[config.mk]
export PLATFORM = sky130hd
export DESIGN_NAME = coffee_order_panel_flat
export DESIGN_NICKNAME = d
export VERILOG_FILES = /design/src/rtl/coffee_pkg.sv /design/src/rtl/coffee_order_panel_if.sv /design/src/rtl/panel_debounce.sv /design/src/rtl/coffee_order_panel.sv /design/src/flat_wrapper.sv
export SDC_FILE = /design/constraint.sdc
export NUM_CORES = 1
export LEC_CHECK = 0
export ABC_AREA = 1
export ABC_CLOCK_PERIOD_IN_PS = 9900
export CAP_MARGIN = 20
export CORE_AREA = 2 2 105 87
export CTS_BUF_LIST = sky130_fd_sc_hd__clkbuf_4 sky130_fd_sc_hd__clkbuf_8
export DETAILED_ROUTE_END_ITERATION = 10
export DIE_AREA = 0 0 107 89
export PLACE_DENSITY = 0.76
export SLEW_MARGIN = 20
export SYNTH_ARGS = -nofsm -noshare
export SYNTH_HDL_FRONTEND = slang
export SYNTH_SLANG_ARGS = --single-unit
[constraint.sdc]
create_clock -name clk -period 9.9 [get_ports clk]
set_clock_uncertainty 0.05 [all_clocks]
set_input_delay 1.98 -clock clk [delete_from_list [all_inputs] [get_ports clk]]
set_output_delay 1.98 -clock clk [all_outputs]
set_load 0.03 [all_outputs]
[src/rtl/coffee_pkg.sv]
// Shared types for the coffee panel: flavour/sugar codes, panel states, price lookup.
// Latency: none (types and pure functions only).
// Backpressure: not applicable.
package coffee_pkg;

  typedef enum logic [1:0] {
    FLAV_ESPRESSO   = 2'b00,
    FLAV_CAPPUCCINO = 2'b01,
    FLAV_LATTE      = 2'b10,
    FLAV_MOCHA      = 2'b11
  } flavour_t;

  typedef enum logic [1:0] {
    SUGAR_NONE = 2'b00,
    SUGAR_FULL = 2'b01,
    SUGAR_LESS = 2'b10
  } sugar_t;

  typedef enum logic [1:0] {
    ST_SELECT,
    ST_ISSUE,
    ST_BREWING,
    ST_REFUND
  } panel_state_t;

  // Price of the given flavour; prices are passed in so the top's parameters stay authoritative.
  function automatic logic [7:0] price_of(flavour_t f, int p_esp, int p_cap, int p_lat, int p_moc);
    logic [7:0] p;
    case (f)
      FLAV_ESPRESSO:   p = 8'(p_esp);
      FLAV_CAPPUCCINO: p = 8'(p_cap);
      FLAV_LATTE:      p = 8'(p_lat);
      default:         p = 8'(p_moc);
    endcase
    return p;
  endfunction

  // Flavour wraps mocha -> espresso.
  function automatic flavour_t next_flavour(flavour_t f);
    return flavour_t'(f + 2'd1);
  endfunction

  // Sugar cycles none -> full -> less -> none.
  function automatic sugar_t next_sugar(sugar_t s);
    sugar_t n;
    case (s)
      SUGAR_NONE: n = SUGAR_FULL;
      SUGAR_FULL: n = SUGAR_LESS;
      default:    n = SUGAR_NONE;
    endcase
    return n;
  endfunction

endpackage

[src/rtl/coffee_order_panel_if.sv]
// Order channel between the panel (master) and the brew controller (slave).
// Latency: wires only.
// Backpressure: order_valid is held until order_ready; brew_done is a level.
interface coffee_order_panel_if;
  import coffee_pkg::*;

  logic     order_valid;
  logic     order_ready;
  flavour_t flavour_select;
  sugar_t   sugar_select;
  logic     brew_done;

  modport master (
    output order_valid,
    output flavour_select,
    output sugar_select,
    input  order_ready,
    input  brew_done
  );

  modport slave (
    input  order_valid,
    input  flavour_select,
    input  sugar_select,
    output order_ready,
    output brew_done
  );

endinterface

[src/rtl/panel_debounce.sv]
// Button conditioner: 2-FF synchronizer, stability filter, rising-edge press pulse.
// Latency: raw rise to press pulse is 2+DEBOUNCE_CYCLES cycles.
// Backpressure: none; a held button gives exactly one pulse.
module panel_debounce #(
  parameter int DEBOUNCE_CYCLES = 4
) (
  input  logic clk,
  input  logic rst_n,
  input  logic raw,
  output logic press
);

  localparam int CW = $clog2(DEBOUNCE_CYCLES + 1);

  logic          sync1;
  logic          sync2;
  logic          stable;
  logic [CW-1:0] cnt;

  // Two-flop synchronizer for the asynchronous button level.
  always_ff @(posedge clk or negedge rst_n) begin
    if (!rst_n) begin
      sync1 <= 1'b0;
      sync2 <= 1'b0;
    end else begin
      sync1 <= raw;
      sync2 <= sync1;
    end
  end

  // Accept a new level after DEBOUNCE_CYCLES consecutive differing samples; pulse on accepted 0->1.
  always_ff @(posedge clk or negedge rst_n) begin
    if (!rst_n) begin
      stable <= 1'b0;
      cnt    <= '0;
      press  <= 1'b0;
    end else if (sync2 != stable) begin
      if (cnt == CW'(DEBOUNCE_CYCLES - 1)) begin
        stable <= sync2;
        cnt    <= '0;
        press  <= sync2;
      end else begin
        cnt    <= cnt + CW'(1);
        press  <= 1'b0;
      end
    end else begin
      cnt   <= '0;
      press <= 1'b0;
    end
  end

endmodule

[src/rtl/coffee_order_panel.sv]
// Coffee panel front end: button handling, coin credit, price check, one order per start, change refund.
// Latency: all outputs registered; coin reaches credit one cycle after its strobe.
// Backpressure: order_valid held until order_ready or cancel/timeout; coins rejected while brewing/refunding.
module coffee_order_panel
  import coffee_pkg::*;
#(
  parameter int PRICE_ESPRESSO   = 20,
  parameter int PRICE_CAPPUCCINO = 25,
  parameter int PRICE_LATTE      = 30,
  parameter int PRICE_MOCHA      = 35,
  parameter int DEBOUNCE_CYCLES  = 4,
  parameter int TIMEOUT_CYCLES   = 255
) (
  input  logic                        clk,
  input  logic                        rst_n,
  input  logic                        btn_flavour,
  input  logic                        btn_sugar,
  input  logic                        btn_start,
  input  logic                        btn_cancel,
  input  logic                        coin_valid,
  input  logic [7:0]                  coin_value,
  coffee_order_panel_if.master        brew,
  output logic [7:0]                  credit,
  output logic                        change_valid,
  output logic [7:0]                  change_value,
  output logic                        coin_reject,
  output logic [3:0]                  led_flavor,
  output logic [2:0]                  led_sugar,
  output logic                        busy,
  output logic                        error_led
);

  localparam int TW = $clog2(TIMEOUT_CYCLES + 1);

  logic press_flavour, press_sugar, press_start, press_cancel;

  panel_debounce #(.DEBOUNCE_CYCLES(DEBOUNCE_CYCLES)) u_db_flavour (
    .clk(clk), .rst_n(rst_n), .raw(btn_flavour), .press(press_flavour));
  panel_debounce #(.DEBOUNCE_CYCLES(DEBOUNCE_CYCLES)) u_db_sugar (
    .clk(clk), .rst_n(rst_n), .raw(btn_sugar), .press(press_sugar));
  panel_debounce #(.DEBOUNCE_CYCLES(DEBOUNCE_CYCLES)) u_db_start (
    .clk(clk), .rst_n(rst_n), .raw(btn_start), .press(press_start));
  panel_debounce #(.DEBOUNCE_CYCLES(DEBOUNCE_CYCLES)) u_db_cancel (
    .clk(clk), .rst_n(rst_n), .raw(btn_cancel), .press(press_cancel));

  panel_state_t   state_q, state_d;
  flavour_t       flav_q, flav_d;
  sugar_t         sugar_q, sugar_d;
  logic [7:0]     credit_q, credit_d;
  logic [TW-1:0]  tmo_q, tmo_d;
  logic           armed_q, armed_d;
  logic           err_d, reject_d;
  logic           order_valid_q;
  logic [7:0]     price, base, coin_amt;
  logic [8:0]     sum;

  // Next-state, credit arithmetic and pulse decisions for the panel FSM.
  always_comb begin
    state_d  = state_q;
    flav_d   = flav_q;
    sugar_d  = sugar_q;
    credit_d = credit_q;
    tmo_d    = '0;
    armed_d  = armed_q;
    err_d    = 1'b0;
    reject_d = 1'b0;
    price    = price_of(flav_q, PRICE_ESPRESSO, PRICE_CAPPUCCINO, PRICE_LATTE, PRICE_MOCHA);
    coin_amt = coin_valid ? coin_value : 8'd0;
    base     = credit_q;
    sum      = {1'b0, base} + {1'b0, coin_amt};

    case (state_q)
      ST_SELECT: begin
        // Coin always lands; overflow clamps and flags.
        credit_d = sum[8] ? 8'hFF : sum[7:0];
        err_d    = sum[8];
        if (press_cancel) begin
          if (credit_q != 8'd0) state_d = ST_REFUND;
        end else if (press_start) begin
          // Price check uses credit before this cycle's coin.
          if (credit_q >= price) state_d = ST_ISSUE;
          else                   err_d   = 1'b1;
        end else begin
          if (press_flavour) flav_d  = next_flavour(flav_q);
          if (press_sugar)   sugar_d = next_sugar(sugar_q);
        end
      end

      ST_ISSUE: begin
        // order_valid is high throughout ISSUE, so ready alone completes the handshake.
        if (brew.order_ready) base = credit_q - price;
        sum      = {1'b0, base} + {1'b0, coin_amt};
        credit_d = sum[8] ? 8'hFF : sum[7:0];
        err_d    = sum[8];
        if (brew.order_ready) begin
          state_d = ST_BREWING;
        end else if (press_cancel || (tmo_q == TW'(TIMEOUT_CYCLES - 1))) begin
          state_d = ST_REFUND;
        end else begin
          tmo_d = tmo_q + TW'(1);
        end
      end

      ST_BREWING: begin
        reject_d = coin_valid;
        // A done level left over from the last order must drop before it counts again.
        if (!brew.brew_done) begin
          armed_d = 1'b1;
        end else if (armed_q) begin
          armed_d = 1'b0;
          state_d = (credit_q != 8'd0) ? ST_REFUND : ST_SELECT;
        end
      end

      default: begin
        reject_d = coin_valid;
        credit_d = 8'd0;
        state_d  = ST_SELECT;
      end
    endcase
  end

  // State and registered outputs; change is loaded on entry to REFUND.
  always_ff @(posedge clk or negedge rst_n) begin
    if (!rst_n) begin
      state_q       <= ST_SELECT;
      flav_q        <= FLAV_ESPRESSO;
      sugar_q       <= SUGAR_NONE;
      credit_q      <= 8'd0;
      tmo_q         <= '0;
      armed_q       <= 1'b1;
      order_valid_q <= 1'b0;
      busy          <= 1'b0;
      change_valid  <= 1'b0;
      change_value  <= 8'd0;
      coin_reject   <= 1'b0;
      error_led     <= 1'b0;
      led_flavor    <= 4'b0001;
      led_sugar     <= 3'b001;
    end else begin
      state_q       <= state_d;
      flav_q        <= flav_d;
      sugar_q       <= sugar_d;
      credit_q      <= credit_d;
      tmo_q         <= tmo_d;
      armed_q       <= armed_d;
      order_valid_q <= (state_d == ST_ISSUE);
      busy          <= (state_d == ST_ISSUE) || (state_d == ST_BREWING);
      change_valid  <= (state_d == ST_REFUND);
      change_value  <= (state_d == ST_REFUND) ? credit_d : 8'd0;
      coin_reject   <= reject_d;
      error_led     <= err_d;
      led_flavor    <= 4'b0001 << flav_d;
      led_sugar     <= 3'b001 << sugar_d;
    end
  end

  assign credit              = credit_q;
  assign brew.order_valid    = order_valid_q;
  assign brew.flavour_select = flav_q;
  assign brew.sugar_select   = sugar_q;

endmodule

[src/flat_wrapper.sv]
// flat-port wrapper written by rule: the top's interface ports become plain ports
module coffee_order_panel_flat import coffee_pkg::*;
#(
  parameter int PRICE_ESPRESSO   = 20,
  parameter int PRICE_CAPPUCCINO = 25,
  parameter int PRICE_LATTE      = 30,
  parameter int PRICE_MOCHA      = 35,
  parameter int DEBOUNCE_CYCLES  = 4,
  parameter int TIMEOUT_CYCLES   = 255
)
  (clk, rst_n, btn_flavour, btn_sugar, btn_start, btn_cancel, coin_valid, coin_value, credit, change_valid, change_value, coin_reject, led_flavor, led_sugar, busy, error_led, brew_order_valid, brew_flavour_select, brew_sugar_select, brew_order_ready, brew_brew_done);
  coffee_order_panel_if brew_i ();
  input  logic clk;
  input  logic rst_n;
  input  logic btn_flavour;
  input  logic btn_sugar;
  input  logic btn_start;
  input  logic btn_cancel;
  input  logic coin_valid;
  input  logic [7:0] coin_value;
  output logic [7:0] credit;
  output logic change_valid;
  output logic [7:0] change_value;
  output logic coin_reject;
  output logic [3:0] led_flavor;
  output logic [2:0] led_sugar;
  output logic busy;
  output logic error_led;
  output wire logic [$bits(brew_i.order_valid)-1:0] brew_order_valid;
  output wire logic [$bits(brew_i.flavour_select)-1:0] brew_flavour_select;
  output wire logic [$bits(brew_i.sugar_select)-1:0] brew_sugar_select;
  input wire logic [$bits(brew_i.order_ready)-1:0] brew_order_ready;
  input wire logic [$bits(brew_i.brew_done)-1:0] brew_brew_done;
  assign brew_order_valid = brew_i.order_valid;
  assign brew_flavour_select = brew_i.flavour_select;
  assign brew_sugar_select = brew_i.sugar_select;
  assign brew_i.order_ready = brew_order_ready;
  assign brew_i.brew_done = brew_brew_done;
  coffee_order_panel #(.PRICE_ESPRESSO(PRICE_ESPRESSO), .PRICE_CAPPUCCINO(PRICE_CAPPUCCINO), .PRICE_LATTE(PRICE_LATTE), .PRICE_MOCHA(PRICE_MOCHA), .DEBOUNCE_CYCLES(DEBOUNCE_CYCLES), .TIMEOUT_CYCLES(TIMEOUT_CYCLES)) u_core (.clk(clk), .rst_n(rst_n), .btn_flavour(btn_flavour), .btn_sugar(btn_sugar), .btn_start(btn_start), .btn_cancel(btn_cancel), .coin_valid(coin_valid), .coin_value(coin_value), .brew(brew_i), .credit(credit), .change_valid(change_valid), .change_value(change_value), .coin_reject(coin_reject), .led_flavor(led_flavor), .led_sugar(led_sugar), .busy(busy), .error_led(error_led));
endmodule
==> flow_metrics.tcl <==
set metrics [dict create \
    place.gp.congestion 0.899 \
    layout-drive-gt1-share_pct 7.63 \
    path_cells "clkdlybuf4s50_1 > inv_2 > nand2_1 > o21ai_0 > ha_1 > fa_1 > nand3_1 > nand3_1 > nand2_1 > nand2_1 > nand2_2 > inv_2 > nor2_1 > a21oi_1" \
    ys_warn_count 0 \
    drt_iter0_markers 256 \
    synthArstFlopShare_pct 100 \
    hold_buffers 0 \
    rrSetupSlack_ps 6090 \
    antenna_cells 0 \
    path_clk_slew_ps 70 \
    max_cap_viol_count 0 \
    ctsResizeCount 0 \
    rsz0062_at_grt "false" \
    synth_area_leaders "dfrtp_1 41%, nand2_1 13%, ha_1 10%" \
    worstMarginPinSlew_ps 852 \
    maxSlewViolCount 0 \
    timing_hold_violations_final 0 \
    htreeDepth 3 \
    path_buf_inv 3 \
    timing_worst_setup_path_type "primary input to flop" \
    ir_drop_uv 185 \
    hold_end "u_core.u_db_cancel.sync2$_DFF_PN0_" \
    hold_path_depth 0 \
    cp-start-kind "primary input" \
    grt_max_degree 72 \
    hold_class "flop to flop" \
    crit_family "buffers and inverters" \
    worst_r2r_path_depth 20 \
    cts_tree "yes" \
    num_io_pins 49 \
    setup_tns_ps 0 \
    synth.avg_cell_area_um2 7.83 \
    dp_cells 686 \
    cts_buffer_depth 2 \
    vias_per_cell 5.03 \
    period_share_pct 42.5 \
    post-route-cell-area_um2 4980 \
    r2r_end "u_core.change_value[2]$_DFF_PN0_" \
    synth_top_area_share_pct 41.0 \
    cts_sinks 71 \
    core_area_um2 8370 \
    start_util_pct 49.6 \
    cts_buffers 9 \
    final_nets 639 \
    die_h_um 89 \
    max_freq_mhz 238 \
    synthDistinctLibCells 34 \
    drc 0 \
    yosys-top-cells-count "143 x nand2_1, 84 x inv_1, 68 x dfrtp_1" \
    powerDensity_nw_per_um2 327 \
    place_area_um2 4750 \
    synthToLayoutAreaGrowth_pct 19.9 \
    first_pass_iters 5 \
    synth_ff_type "dfrtp_1" \
    insertion_delay_ps 340 \
    max_slew_margin_pct 43.2 \
    routedWlPerCell_um 13.0 \
    grt_pass1_wl_mm 15.4 \
    grt_pass1_vias 3400 \
    post-cts-setup-buffer-count 0 \
    yosysTopAreaCell "dfrtp_1" \
    grt_use_total_pct 21.0 \
    gr-total-overflow 0 \
    fin_cells 702 \
    fin_util_pct 59.4 \
    ys_seq_area_share_pct 42.9 \
    fp-row-count 30 \
    final-setup-viol-count 0 \
    fin_crit_ps 4210 \
    synth_fp_nets 584 \
    synth_edf_count 0 \
    syn_area_um2 4150 \
    cp-end-kind "flop" \
    drt-total-wl_mm 9.15 \
    timing.rr.start "u_core.brew.flavour_select[1]$_DFF_PN0_" \
    fin_hold_ws_ps 302 \
    cellLeakagePower_nw 2.64 \
    cp_slowest_cell "clkdlybuf4s50_1" \
    syn_inst 530 \
    chipWidth_um 107 \
    die-area_um2 9520 \
    status "finished clean" \
    fillCellCount 722 \
    crit_path_max_fanout 11 \
    vias 3528 \
    required_ps 10060 \
    ant_nets 0 \
    dp_hpwl_mm 7.16 \
    slowest_delay_ps 620 \
    io_buffer_count 48 \
    hp-start "u_core.u_db_cancel.sync1$_DFF_PN0_" \
    antenna_found_initial 0 \
    yosysMostFrequentCell "nand2_1" \
    arrival_ps 4370 \
    cpMostUsedCell "nand2_1" \
    root_buffer "clkbuf_8" \
    yosys_register_bits 71 \
]
registers in the layout, summed over array words and instances (netlist names), 2 cells and up:
name	cells
u_core.brew.sugar_select	2
u_core.change_value	8
u_core.u_db_flavour.cnt	3
u_core.tmo_q	8
u_core.u_db_sugar.cnt	3
u_core.credit	8
u_core.u_db_start.cnt	3
u_core.u_db_cancel.cnt	3
u_core.led_sugar	3
u_core.state_q	2
u_core.brew.flavour_select	2
u_core.led_flavor	4
worst register-to-register path, cell delays in order, from the launching register on:
cell and delay (ps):
dfrtp_1 460, inv_1 130, ha_1 190, or2_2 270, ha_1 210, fa_1 360, inv_1 100, a21oi_1 70
o21ai_1 220, nand3_1 180, nand3_1 150, xor2_1 160, ha_1 290, nand2_1 120, inv_1 50, a21oi_1 160
nand2_1 120, nand2_2 100, inv_2 60, nor2_1 160, a21oi_1 100
metrics by stage:
step | setup WS [ps] | total power [W]
2_1_floorplan | 5930 | 0.00110
3_3_place_gp | 5500 | 0.00135
3_5_place_dp | 5380 | 0.00137
4_1_cts | 5740 | 0.00163
5_1_grt | 5510 | 0.00178
6_report | 5690 | 0.00163
layout make-up:
type | instances | area [um^2] | area share (%)
Inverter | 95 | 358 | 7.19
Multi-Input combinational cell | 359 | 1990 | 40.0
Sequential cell | 71 | 1780 | 35.8
Clock inverter | 5 | 81.3 | 1.63
Clock buffer | 11 | 145 | 2.92
Tap cell | 112 | 140 | 2.82
Timing Repair Buffer | 49 | 483 | 9.71
power by group:
| part | switching (W) | internal (W) | total, W |
|---|---|---|---|
| Sequential | 0.0000822 | 0.000373 | 0.000455 |
| Clock | 0.000104 | 0.000151 | 0.000255 |
| Combinational | 0.000582 | 0.000336 | 0.000917 |
| Total | 0.000767 | 0.000860 | 0.00163 |
logic make-up after synthesis:
group | synth area share, %
buf+inv | 9.17
fa+ha+maj | 11.7
simple gates | 26.6
xor+xnor | 3.14
flops | 42.9
compound gates | 6.48
metal layers:
layer | part of all wire (%) | track usage (%)
met1 | 45 | 27.2
met2 | 45 | 34.3
met3 | 8.3 | 6.49
met4 | 1.7 | 6.38
met5 | 0 | 0
worst max-delay path by stage:
stage	slack (ps)	start	endpoint	depth (start not counted)
after floorplan	5930	brew_order_ready	u_core.change_value[4]$_DFF_PN0_	15
after global placement	5500	brew_order_ready	u_core.change_value[4]$_DFF_PN0_	14
after detailed placement	5380	brew_order_ready	u_core.change_value[3]$_DFF_PN0_	14
after CTS	5740	brew_order_ready	u_core.change_value[3]$_DFF_PN0_	14
after global routing	5510	brew_order_ready	u_core.change_value[3]$_DFF_PN0_	14
final	5690	brew_order_ready	u_core.change_value[2]$_DFF_PN0_	14
layout by cell type (no fill, tap or decap), types with 11 or more instances in the layout:
cell and n:
a21oi_1 20, clkdlybuf4s50_1 47, dfrtp_1 68, ha_1 34, inv_1 84, nand2_1 143
nand3_1 38, nor2_1 48, nor3_1 11
(Power assumes the default switching activity.)
